<file path="src/rtl/mem_arbiter.sv">
// Single-outstanding arbiter that merges the instruction-fetch read port and the
// data read/write port onto one line-wide memory port, alternating under contention.
module mem_arbiter #(
  parameter int LINE_W = 128,
  parameter int ADDR_W = 12,
  parameter int SEL_W  = LINE_W / 8
) (
  input  logic              clk,
  input  logic              rst_n,
  // instruction fetch port (read only)
  input  logic              if_read,
  input  logic [ADDR_W-1:0] if_address,
  output logic [LINE_W-1:0] if_rdata,
  output logic              if_resp,
  // data port
  input  logic              d_read,
  input  logic              d_write,
  input  logic [ADDR_W-1:0] d_address,
  input  logic [LINE_W-1:0] d_wdata,
  input  logic [SEL_W-1:0]  d_sel,
  output logic [LINE_W-1:0] d_rdata,
  output logic              d_resp,
  // downstream memory port
  output logic              pmem_read,
  output logic              pmem_write,
  output logic [ADDR_W-1:0] pmem_address,
  output logic [LINE_W-1:0] pmem_wdata,
  output logic [SEL_W-1:0]  pmem_sel,
  input  logic [LINE_W-1:0] pmem_rdata,
  input  logic              pmem_resp,
  // FSM state, for observation only
  output logic [1:0]        dbg_state
);

  // Handshake: an upstream request is a level held until its one-cycle resp pulse;
  // the downstream strobe is likewise held from grant until the one-cycle pmem_resp,
  // and pmem_resp is only honoured while a grant is outstanding.

  localparam logic [1:0] IDLE     = 2'd0;
  localparam logic [1:0] GRANT_IF = 2'd1;
  localparam logic [1:0] GRANT_D  = 2'd2;

  localparam logic LG_IF = 1'b0;
  localparam logic LG_D  = 1'b1;

  logic [1:0]        state_q,      state_d;
  logic              last_grant_q, last_grant_d;
  logic [ADDR_W-1:0] addr_q,       addr_d;
  logic [LINE_W-1:0] wdata_q,      wdata_d;
  logic [SEL_W-1:0]  sel_q,        sel_d;
  logic              is_write_q,   is_write_d;

  logic d_req;
  logic grant_d_now;

  assign d_req = d_read | d_write;
  // Data wins ties unless it was also the previous winner and ifetch is waiting.
  assign grant_d_now = d_req && (!if_read || (last_grant_q == LG_IF));

  always_comb begin
    state_d      = state_q;
    last_grant_d = last_grant_q;
    addr_d       = addr_q;
    wdata_d      = wdata_q;
    sel_d        = sel_q;
    is_write_d   = is_write_q;

    case (state_q)
      IDLE: begin
        if (grant_d_now) begin
          state_d    = GRANT_D;
          addr_d     = d_address;
          is_write_d = d_write;
          if (d_write) begin
            wdata_d = d_wdata;
            sel_d   = d_sel;
          end else begin
            wdata_d = '0;
            sel_d   = '1;
          end
        end else if (if_read) begin
          state_d    = GRANT_IF;
          addr_d     = if_address;
          is_write_d = 1'b0;
          wdata_d    = '0;
          sel_d      = '1;
        end
      end
      GRANT_IF: begin
        if (pmem_resp) begin
          state_d      = IDLE;
          last_grant_d = LG_IF;
        end
      end
      GRANT_D: begin
        if (pmem_resp) begin
          state_d      = IDLE;
          last_grant_d = LG_D;
        end
      end
      default: begin
        state_d = IDLE;
      end
    endcase
  end

  always_ff @(posedge clk or negedge rst_n) begin
    if (!rst_n) begin
      state_q      <= IDLE;
      last_grant_q <= LG_IF;
      addr_q       <= '0;
      wdata_q      <= '0;
      sel_q        <= '0;
      is_write_q   <= 1'b0;
    end else begin
      state_q      <= state_d;
      last_grant_q <= last_grant_d;
      addr_q       <= addr_d;
      wdata_q      <= wdata_d;
      sel_q        <= sel_d;
      is_write_q   <= is_write_d;
    end
  end

  // Strobes decode straight from state so they drop the moment reset asserts.
  assign pmem_read    = (state_q == GRANT_IF) || ((state_q == GRANT_D) && !is_write_q);
  assign pmem_write   = (state_q == GRANT_D) && is_write_q;
  assign pmem_address = addr_q;
  assign pmem_wdata   = wdata_q;
  assign pmem_sel     = sel_q;

  assign if_resp  = (state_q == GRANT_IF) && pmem_resp;
  assign d_resp   = (state_q == GRANT_D) && pmem_resp;
  assign if_rdata = if_resp ? pmem_rdata : '0;
  assign d_rdata  = d_resp  ? pmem_rdata : '0;

  assign dbg_state = state_q;

endmodule
</file>
<file path="config.mk">
export PLATFORM = sky130hd
export DESIGN_NAME = mem_arbiter
export DESIGN_NICKNAME = d
export VERILOG_FILES = /design/src/rtl/mem_arbiter.sv
export SDC_FILE = /design/constraint.sdc
export NUM_CORES = 1
export LEC_CHECK = 0
export CORE_AREA = 2 2 279 281
export CTS_BUF_LIST = sky130_fd_sc_hd__clkbuf_8 sky130_fd_sc_hd__clkbuf_16
export DETAILED_ROUTE_END_ITERATION = 8
export DIE_AREA = 0 0 281 283
export HOLD_SLACK_MARGIN = 0.05
export PLACE_DENSITY = 0.34
export SYNTH_ARGS = -nofsm -noshare
export SYNTH_HDL_FRONTEND = slang
export SYNTH_SLANG_ARGS = --single-unit
</file>
<file path="constraint.sdc">
create_clock -name clk -period 3.55 [get_ports clk]
set_input_delay 1.065 -clock clk [delete_from_list [all_inputs] [get_ports clk]]
set_output_delay 1.065 -clock clk [all_outputs]
set_load 0.05 [all_outputs]
</file>
### Word level (Yosys, flattened, before mapping)

Cells that the tools add are included.

* register bits: 160
* latch bits: 0
* bits in writable memories: 0
* bits in read-only memories: 0
* bits of input ports: 302
* output and inout port bits: 418
* logic and storage cells: 49
* memories kept: 0

* $add $sub $neg: 0
* multiply operators: 0
* div/mod/pow operators: 0
* magnitude comparators: 0
* equal/unequal tests: 6
* shift-type cells: 0
* mux-type cells: 19
* bitwise logic cells: 2
* reduce and logical (&&, ||, !) cells: 16

Operators with widths (number)
* 128-bit two-way mux: 5
* 16-bit two-way mux: 3
* 12-bit two-way mux: 2
* 2-bit two-way mux: 3
* 1-bit logical AND: 5
* 1-bit two-way mux: 4
* 2-bit != test, second input constant: 2
* 2-bit one-hot mux with 2 select lines: 1
* 2-bit AND reduction: 2
* 2-bit nonzero test: 2
* 3-bit != test, second input constant: 1
* 3-bit AND reduction: 1
* 2-bit by 1-bit == test with 1-bit output, second input constant: 1
* 2-bit == test, second input constant: 1
* 1-bit zero test: 2
* 2-bit zero test: 1
* 1-bit logical OR: 2
* 2-bit by 1-bit != test with 1-bit output, second input constant: 1
* 1-bit one-hot mux with 2 select lines: 1
* 2-bit OR reduction: 1
* 1-bit NOT: 1
* 1-bit bitwise OR: 1

### Depth between registers and ports, before layout

Gate-level depths: netlist of the first run.

* depth after elaboration: 5
* mapped depth: 7
* depth with buffers taken out: 5

### Worst setup path before layout of the first run

No wires, ideal clock.

* path type: in2out
* from: in pmem_resp
* to: out d_rdata[0]
* arrival: 2.200 ns
* required time: 2.485 ns
* setup slack: 0.285 ns
* stages on the path: 4
* buffers on the path: 3
* path through: clkbuf_1 clkbuf_1 clkbuf_1 and3_1

* longest elaborated chain between the ends: 2

RTL lines
* start, declared: RTL line 30 `input logic pmem_resp,`
* 1-bit logical AND: RTL line 133 `assign d_resp = (state_q == GRANT_D) && pmem_resp;`
* 128-bit two-way mux: RTL line 135 `assign d_rdata = d_resp ? pmem_rdata : '0;`
* end, declared: RTL line 21 `output logic [LINE_W-1:0] d_rdata,`

Every way passes these cells.

### Worst setup path after layout of the first run

* from: in pmem_rdata[75]
* to: out if_rdata[75]

* longest elaborated chain between the ends: 1

RTL lines
* start, declared: RTL line 29 `input logic [LINE_W-1:0] pmem_rdata,`
* 128-bit two-way mux: RTL line 134 `assign if_rdata = if_resp ? pmem_rdata : '0;`
* end, declared: RTL line 13 `output logic [LINE_W-1:0] if_rdata,`

Every way passes these cells.

==> results.tsv, run 1 <==
metric	value	unit
Die Width	281	µm
top post-synthesis cells by area	dfrtp_1 52%, and3_1 21%, a22o_1 15%	
crit path to	if_rdata[75]	
Layout Nets	1690	
Max Clk Rate	0.305	GHz
Vias/cell	3.66	
Synth top area share	0.522	
Mean Syn Cell Area	10.8	µm²
Pwr Total	0.0155	W
Clk Tree Root Cell	clkbuf_16	
unrepaired setup endpoints after global routing	no	
Layout Cells excl Fill	2442	
worst min-delay path class	reg2reg	
reg-to-reg setup timing slack	1.60	ns
final worst setup slack	0.276	ns
Worst EP arrival	2.21	ns
status	complete, no violations	
first-pass GRT wire length	77900	µm
Slew HR	0.548	
YS warnings	0	
# port buffers	719	
GR Overflow Total	0	
Clock Pin Slew Worst Setup and Hold Paths	0.08	ns
deepest clock path buffer count	2	
Pre-Repair DR Iteration Count	5	
initial antenna violation count	17	
DRC viols	0	
Cells after DPL	2406	
R2R depth	5	
final WL	57000	µm
fraction of layout cells with a size suffix above 1	0.234	
Synth top cells by count	257 x and3_1, 160 x dfrtp_1, 128 x a22o_1, 64 x clkbuf_1, 25 x buf_2	
cts hold-fix bufs	0	
worst r2r src	dbg_state[0]	
vias in the first global route	9618	
later-pin clock latency in the skew report	0.48	ns
core footprint	76700	µm²
asr flop ratio synth	1.00	
reg2reg end	pmem_wdata[77]	
Final Hold Vio Count	0	
leading cell type by number of instances after synthesis	and3_1	
classification of the worst setup path	in2out	
global placer's final weighted congestion	0.935	
Distinct cells, synth	23	
CTS tree	done	
# resized after CTS	0	
post-CTS setup buffers	0	
Clock Skew	0.0171	ns
worst setup path start	pmem_rdata[75]	
pwr/cell area	798	nW/µm²
I/O pins	720	
Slew Viols, Final	0	
Final Cycle Share	0.922	
H-tree depth	4	
post-synth top area cell	dfrtp_1	
Synthesized Nets	1017	
DIE AREA	79500	µm²
GRT Util Overall	0.140	
per-cell routed wire length	23.4	µm
Max VDD drop	247	µV
# setup viols final	0	
Setup crit start kind	input port	
largest net degree at the start of global routing	115	
type of destination of the critical path	output pin	
Netlist Area Pre-Place	7660	µm²
Setup WS pre-CTS	0.318	ns
Num Clock Sinks	160	
Most used DFF post-synth	dfrtp_1	
Setup TNS Final	0	ns
CTS Buf Count	17	
worst slew pin tran	0.679	ns
Tmin final	3.27	ns
max cap viols	0	
ANT nets after route	0	
# rows	102	
CP max FO	3	
die height	283	µm
Initial Util	0.0999	
initial drt markers	484	
critical path required time	2.48	ns
Via Count	8937	
Leakage	8.64	nW
Seq/Total Area, Yosys	0.522	
cells after synthesis	712	
detailed placement HPWL	46300	µm
Area growth syn-to-layout	153	%
Synth Register Bits	160	
Post-synth EDFFs	0	
layer usage:
metal  global-route usage  vias to the layer above  share of wire
met4               0.0314                        0          0.014
li1                     -                     4017              -
met5                    0                        -              0
met3               0.0562                       49          0.094
met2                0.256                      451           0.52
met1                0.150                     4420           0.37
how the worst min path moves through the flow:
stage	endpoint	from	depth (start not counted)	slack (ns)
after floorplan	last_grant_q	last_grant_q	1	0.49
after global placement	pmem_address[6]	pmem_address[6]	2	0.46
after detailed placement	pmem_address[6]	pmem_address[6]	2	0.47
after CTS	pmem_address[6]	pmem_address[6]	2	0.49
after global routing	pmem_wdata[27]	pmem_wdata[27]	1	0.52
final	pmem_address[6]	pmem_address[6]	2	0.48
stage by stage:
step,utilization,hold WS [ns],instance area (µm²)
finish,0.253,0.485,19400
global placement,0.245,0.463,18800
floorplan,-,0.493,7660
detailed placement,0.245,0.469,18800
CTS,0.253,0.490,19400
global route,0.253,0.520,19400
final cells by class:
type	count	area (µm²)
Inverter	5	18.8
Timing Repair Buffer	745	10100
Multi-Input combinational cell	456	3310
Antenna cell	4	10.0
Fill cell	8037	57300
Sequential cell	160	4000
Clock inverter	15	189
Tap cell	1040	1300
Clock buffer	17	425
worst max-delay path, cell delays in order:
cell and delay [ns]:
clkdlybuf4s50_1 0.70, and3_1 0.28, buf_12 0.15
layout by cell type (no fill, tap or decap):
cell type,count
inv_8,4
ha_4,2
inv_1,5
dfrtp_1,160
nor3_1,1
o21ai_1,1
inv_6,4
bufinv_16,1
and2_1,2
clkdlybuf4s50_1,457
buf_4,16
nor2b_2,1
and3_1,256
clkinv_8,4
clkbuf_16,17
a21o_1,2
buf_12,271
diode_2,4
nand2b_1,1
a22o_1,128
nand3_1,1
o2bb2ai_4,1
o22a_1,16
a32o_1,2
and3_4,1
nand2_1,14
mux2i_1,12
a21bo_2,1
clkinv_4,1
clkinv_2,1
o21ai_0,12
buf_6,1
ha_1,1
o31ai_4,1
logic make-up after synthesis:
logic type | Yosys count | share of synthesized area
adders and majority gates | 3 | 0.00490
DFF | 160 | 0.522
buffers and inverters | 96 | 0.0521
AOI/OAI and AO/OA | 164 | 0.184
and+or+nand+nor | 277 | 0.221
muxes | 12 | 0.0157
power breakdown:
part	leakage [nW]	switching [W]	total [W]	internal [W]
Clock	0.302	0.000949	0.00196	0.00101
Sequential	2.04	0.000471	0.00312	0.00265
Combinational	6.30	0.00654	0.0104	0.00386
sequential cells by signal (all words and copies together) (netlist names):
name and count:
dbg_state 2, is_write_q 1, last_grant_q 1, pmem_address 12, pmem_sel 16, pmem_wdata 128
No activity file was read; power rests on OpenSTA's default activity.
==> inputs of run 2 (changes only) <==
--- a/config.mk
+++ b/config.mk
@@ -5,10 +5,12 @@
 export SDC_FILE = /design/constraint.sdc
 export NUM_CORES = 1
 export LEC_CHECK = 0
+export ABC_CLOCK_PERIOD_IN_PS = 3550
 export CORE_AREA = 2 2 279 281
 export CTS_BUF_LIST = sky130_fd_sc_hd__clkbuf_8 sky130_fd_sc_hd__clkbuf_16
 export DETAILED_ROUTE_END_ITERATION = 8
 export DIE_AREA = 0 0 281 283
+export GPL_TIMING_DRIVEN = 0
 export HOLD_SLACK_MARGIN = 0.05
 export PLACE_DENSITY = 0.34
 export SYNTH_ARGS = -nofsm -noshare
==> run 2 against run 1 <==
Largest cell class unchanged. Clock power barely moved. Critical path type unchanged. Clock skew rose by 0.0033 ns. Global-route usage rose by 1.2 points. Critical endpoint is now if_rdata[6].
==> results.tsv, run 2 (synthesized netlist as in run 1, its figures left out) <==
metric	value	unit
Tmin final	3.47	ns
Cells after DPL	2471	
detailed placement HPWL	51300	µm
core footprint	76700	µm²
Worst EP arrival	2.41	ns
hold_sp	pmem_address[9]	
fraction of layout cells with a size suffix above 1	0.247	
R2R depth	5	
Max Clk Rate	0.288	GHz
Gate power share	0.650	
unrepaired setup endpoints after global routing	no	
Final Cycle Share	0.978	
Clock Skew	0.0204	ns
Clk Tree Root Cell	clkbuf_16	
# setup viols final	0	
# port buffers	718	
per-cell routed wire length	24.5	µm
Vias/cell	3.74	
crit path buf inv count	2	
worst r2r src	dbg_state[0]	
most common cell after layout, fill and taps aside	clkdlybuf4s50_1	
Max VDD drop	251	µV
largest net degree at the start of global routing	84	
Final Hold Vio Count	0	
Worst Hold Endpoint	pmem_address[9]	
later-pin clock latency in the skew report	0.48	ns
Setup crit start kind	input port	
Critical Path, Cell by Cell	clkdlybuf4s50_1 -> and3_1 -> dlygate4sd2_1	
max reg flops	128	
Psw	0.00797	W
type of destination of the critical path	output pin	
Switching Fraction	0.547	
CP max FO	2	
# rows	102	
Pre-Repair DR Iteration Count	5	
Area growth syn-to-layout	113	%
cts hold-fix bufs	0	
critical path required time	2.48	ns
initial antenna violation count	21	
die height	283	µm
GRT Util Overall	0.152	
Layout Nets	1755	
Worst path depth	3	
status	complete, no violations	
reg2reg end	pmem_sel[7]	
CP max stage delay	0.60	ns
CTS tree	done	
max cap viols	0	
most frequent cells in the layout	457 x clkdlybuf4s50_1, 257 x and3_1, 162 x buf_2	
internal power	0.00661	W
Num Clock Sinks	160	
H-tree depth	4	
# resized after CTS	895	
DIE AREA	79500	µm²
Worst Hold Depth	2	
reg-to-reg setup timing slack	1.61	ns
initial drt markers	469	
Slew Viols, Final	0	
Setup TNS Final	0	ns
first-pass GRT wire length	84000	µm
Critical-path top delay cell	clkdlybuf4s50_1	
GR Overflow Total	0	
vias in the first global route	10100	
Slew HR	0.520	
Die Width	281	µm
ANT nets after route	0	
Leakage	7.99	nW
worst slew pin tran	0.721	ns
fin area	16300	µm²
Area after DPL	16200	µm²
post-CTS setup buffers	0	
Initial Util	0.0999	
Layout Cells excl Fill	2511	
worst min-delay path class	reg2reg	
fill count	8474	
final WL	61500	µm
pwr/cell area	894	nW/µm²
Clock Pin Slew Worst Setup and Hold Paths	0.08	ns
classification of the worst setup path	in2out	
Flop pwr share	0.214	
deepest clock path buffer count	2	
I/O pins	720	
delay-heaviest family, CP	buffers and inverters	
global placer's final weighted congestion	0.923	
DRC viols	0	
Clk network pwr share	0.136	
Via Count	9396	
CTS Buf Count	17	
==> run 2: changes by cell type in the layout (fill, tap and decap cells not counted), moves of 2 or more <==
| cell | change |
|---|---|
| diode_2 | +4 |
| buf_4 | -10 |
| ha_4 | -2 |
| clkbuf_2 | +45 |
| dlygate4sd2_1 | +17 |
| buf_12 | -271 |
| clkdlybuf4s15_2 | +81 |
| clkdlybuf4s18_2 | +18 |
| clkbuf_1 | +10 |
| buf_2 | +162 |
| clkbuf_4 | +10 |
==> run 2: power groups by stage <==
stage / logic, W / clock network (W) / registers [W]
CTS: 0.00971 / 0.00211 / 0.00314
global route: 0.00991 / 0.00217 / 0.00323
finish: 0.00948 / 0.00198 / 0.00312
detailed placement: 0.00975 / 0 / 0.00316
global placement: 0.00980 / 0 / 0.00314
floorplan: 0.00291 / 0 / 0.00599
==> run 2: how the worst max path moves through the flow <==
stage                       start      endpoint
floorplan               pmem_resp    d_rdata[0]
global placement            rst_n    is_write_q
detailed placement      pmem_resp   d_rdata[10]
CTS                  dbg_state[1]  if_rdata[46]
global route         dbg_state[0]   d_rdata[59]
finish              pmem_rdata[6]   if_rdata[6]
==> run 2: worst reg2reg max path, cell delays in order (launching register included) <==
cell and delay (ns):
dfrtp_1 0.42, inv_1 0.10, ha_1 0.28, nand3_1 0.41, clkbuf_1 0.37, o22a_1 0.25
==> run 2: final cells by class <==
| cell class | count | area, µm² | share of cell area |
|---|---|---|---|
| flip-flops and latches | 160 | 4000 | 0.246 |
| well taps | 1040 | 1300 | 0.0798 |
| diodes | 8 | 20.0 | 0.00123 |
| clock buffers | 17 | 425 | 0.0261 |
| repair buffers | 719 | 6590 | 0.404 |
| multi-input cells | 456 | 3260 | 0.200 |
| plain buffers | 91 | 484 | 0.0297 |
| inverters | 5 | 18.8 | 0.00115 |
| clock inverters | 15 | 193 | 0.0118 |
==> run 2: through the flow <==
step	hold slack [ns]	utilization	power [W]	worst slack [ns]
after CTS	0.494	0.221	0.0150	0.000395
after global placement	0.469	0.211	0.0129	-6.41
final	0.489	0.213	0.0146	0.0784
after floorplan	0.493	-	0.00890	0.285
after detailed placement	0.473	0.211	0.0129	-1.33
after global routing	0.510	0.212	0.0153	0.000602
==> run 2: routing by layer <==
layer | share of wire | GRT usage | vias up
li1 | - | - | 4169
met1 | 0.36 | 0.160 | 4657
met2 | 0.52 | 0.280 | 488
met3 | 0.090 | 0.0564 | 74
met4 | 0.022 | 0.0412 | 8
met5 | 0.00094 | 0 | -
==> inputs of run 3 (changes only) <==
--- a/config.mk
+++ b/config.mk
@@ -7,7 +7,6 @@
 export LEC_CHECK = 0
 export ABC_CLOCK_PERIOD_IN_PS = 3550
 export CORE_AREA = 2 2 279 281
-export CTS_BUF_LIST = sky130_fd_sc_hd__clkbuf_8 sky130_fd_sc_hd__clkbuf_16
 export DETAILED_ROUTE_END_ITERATION = 8
 export DIE_AREA = 0 0 281 283
 export GPL_TIMING_DRIVEN = 0
==> results of run 3 <==
The final DEF is identical to that of run 2; final timing and power are the same.
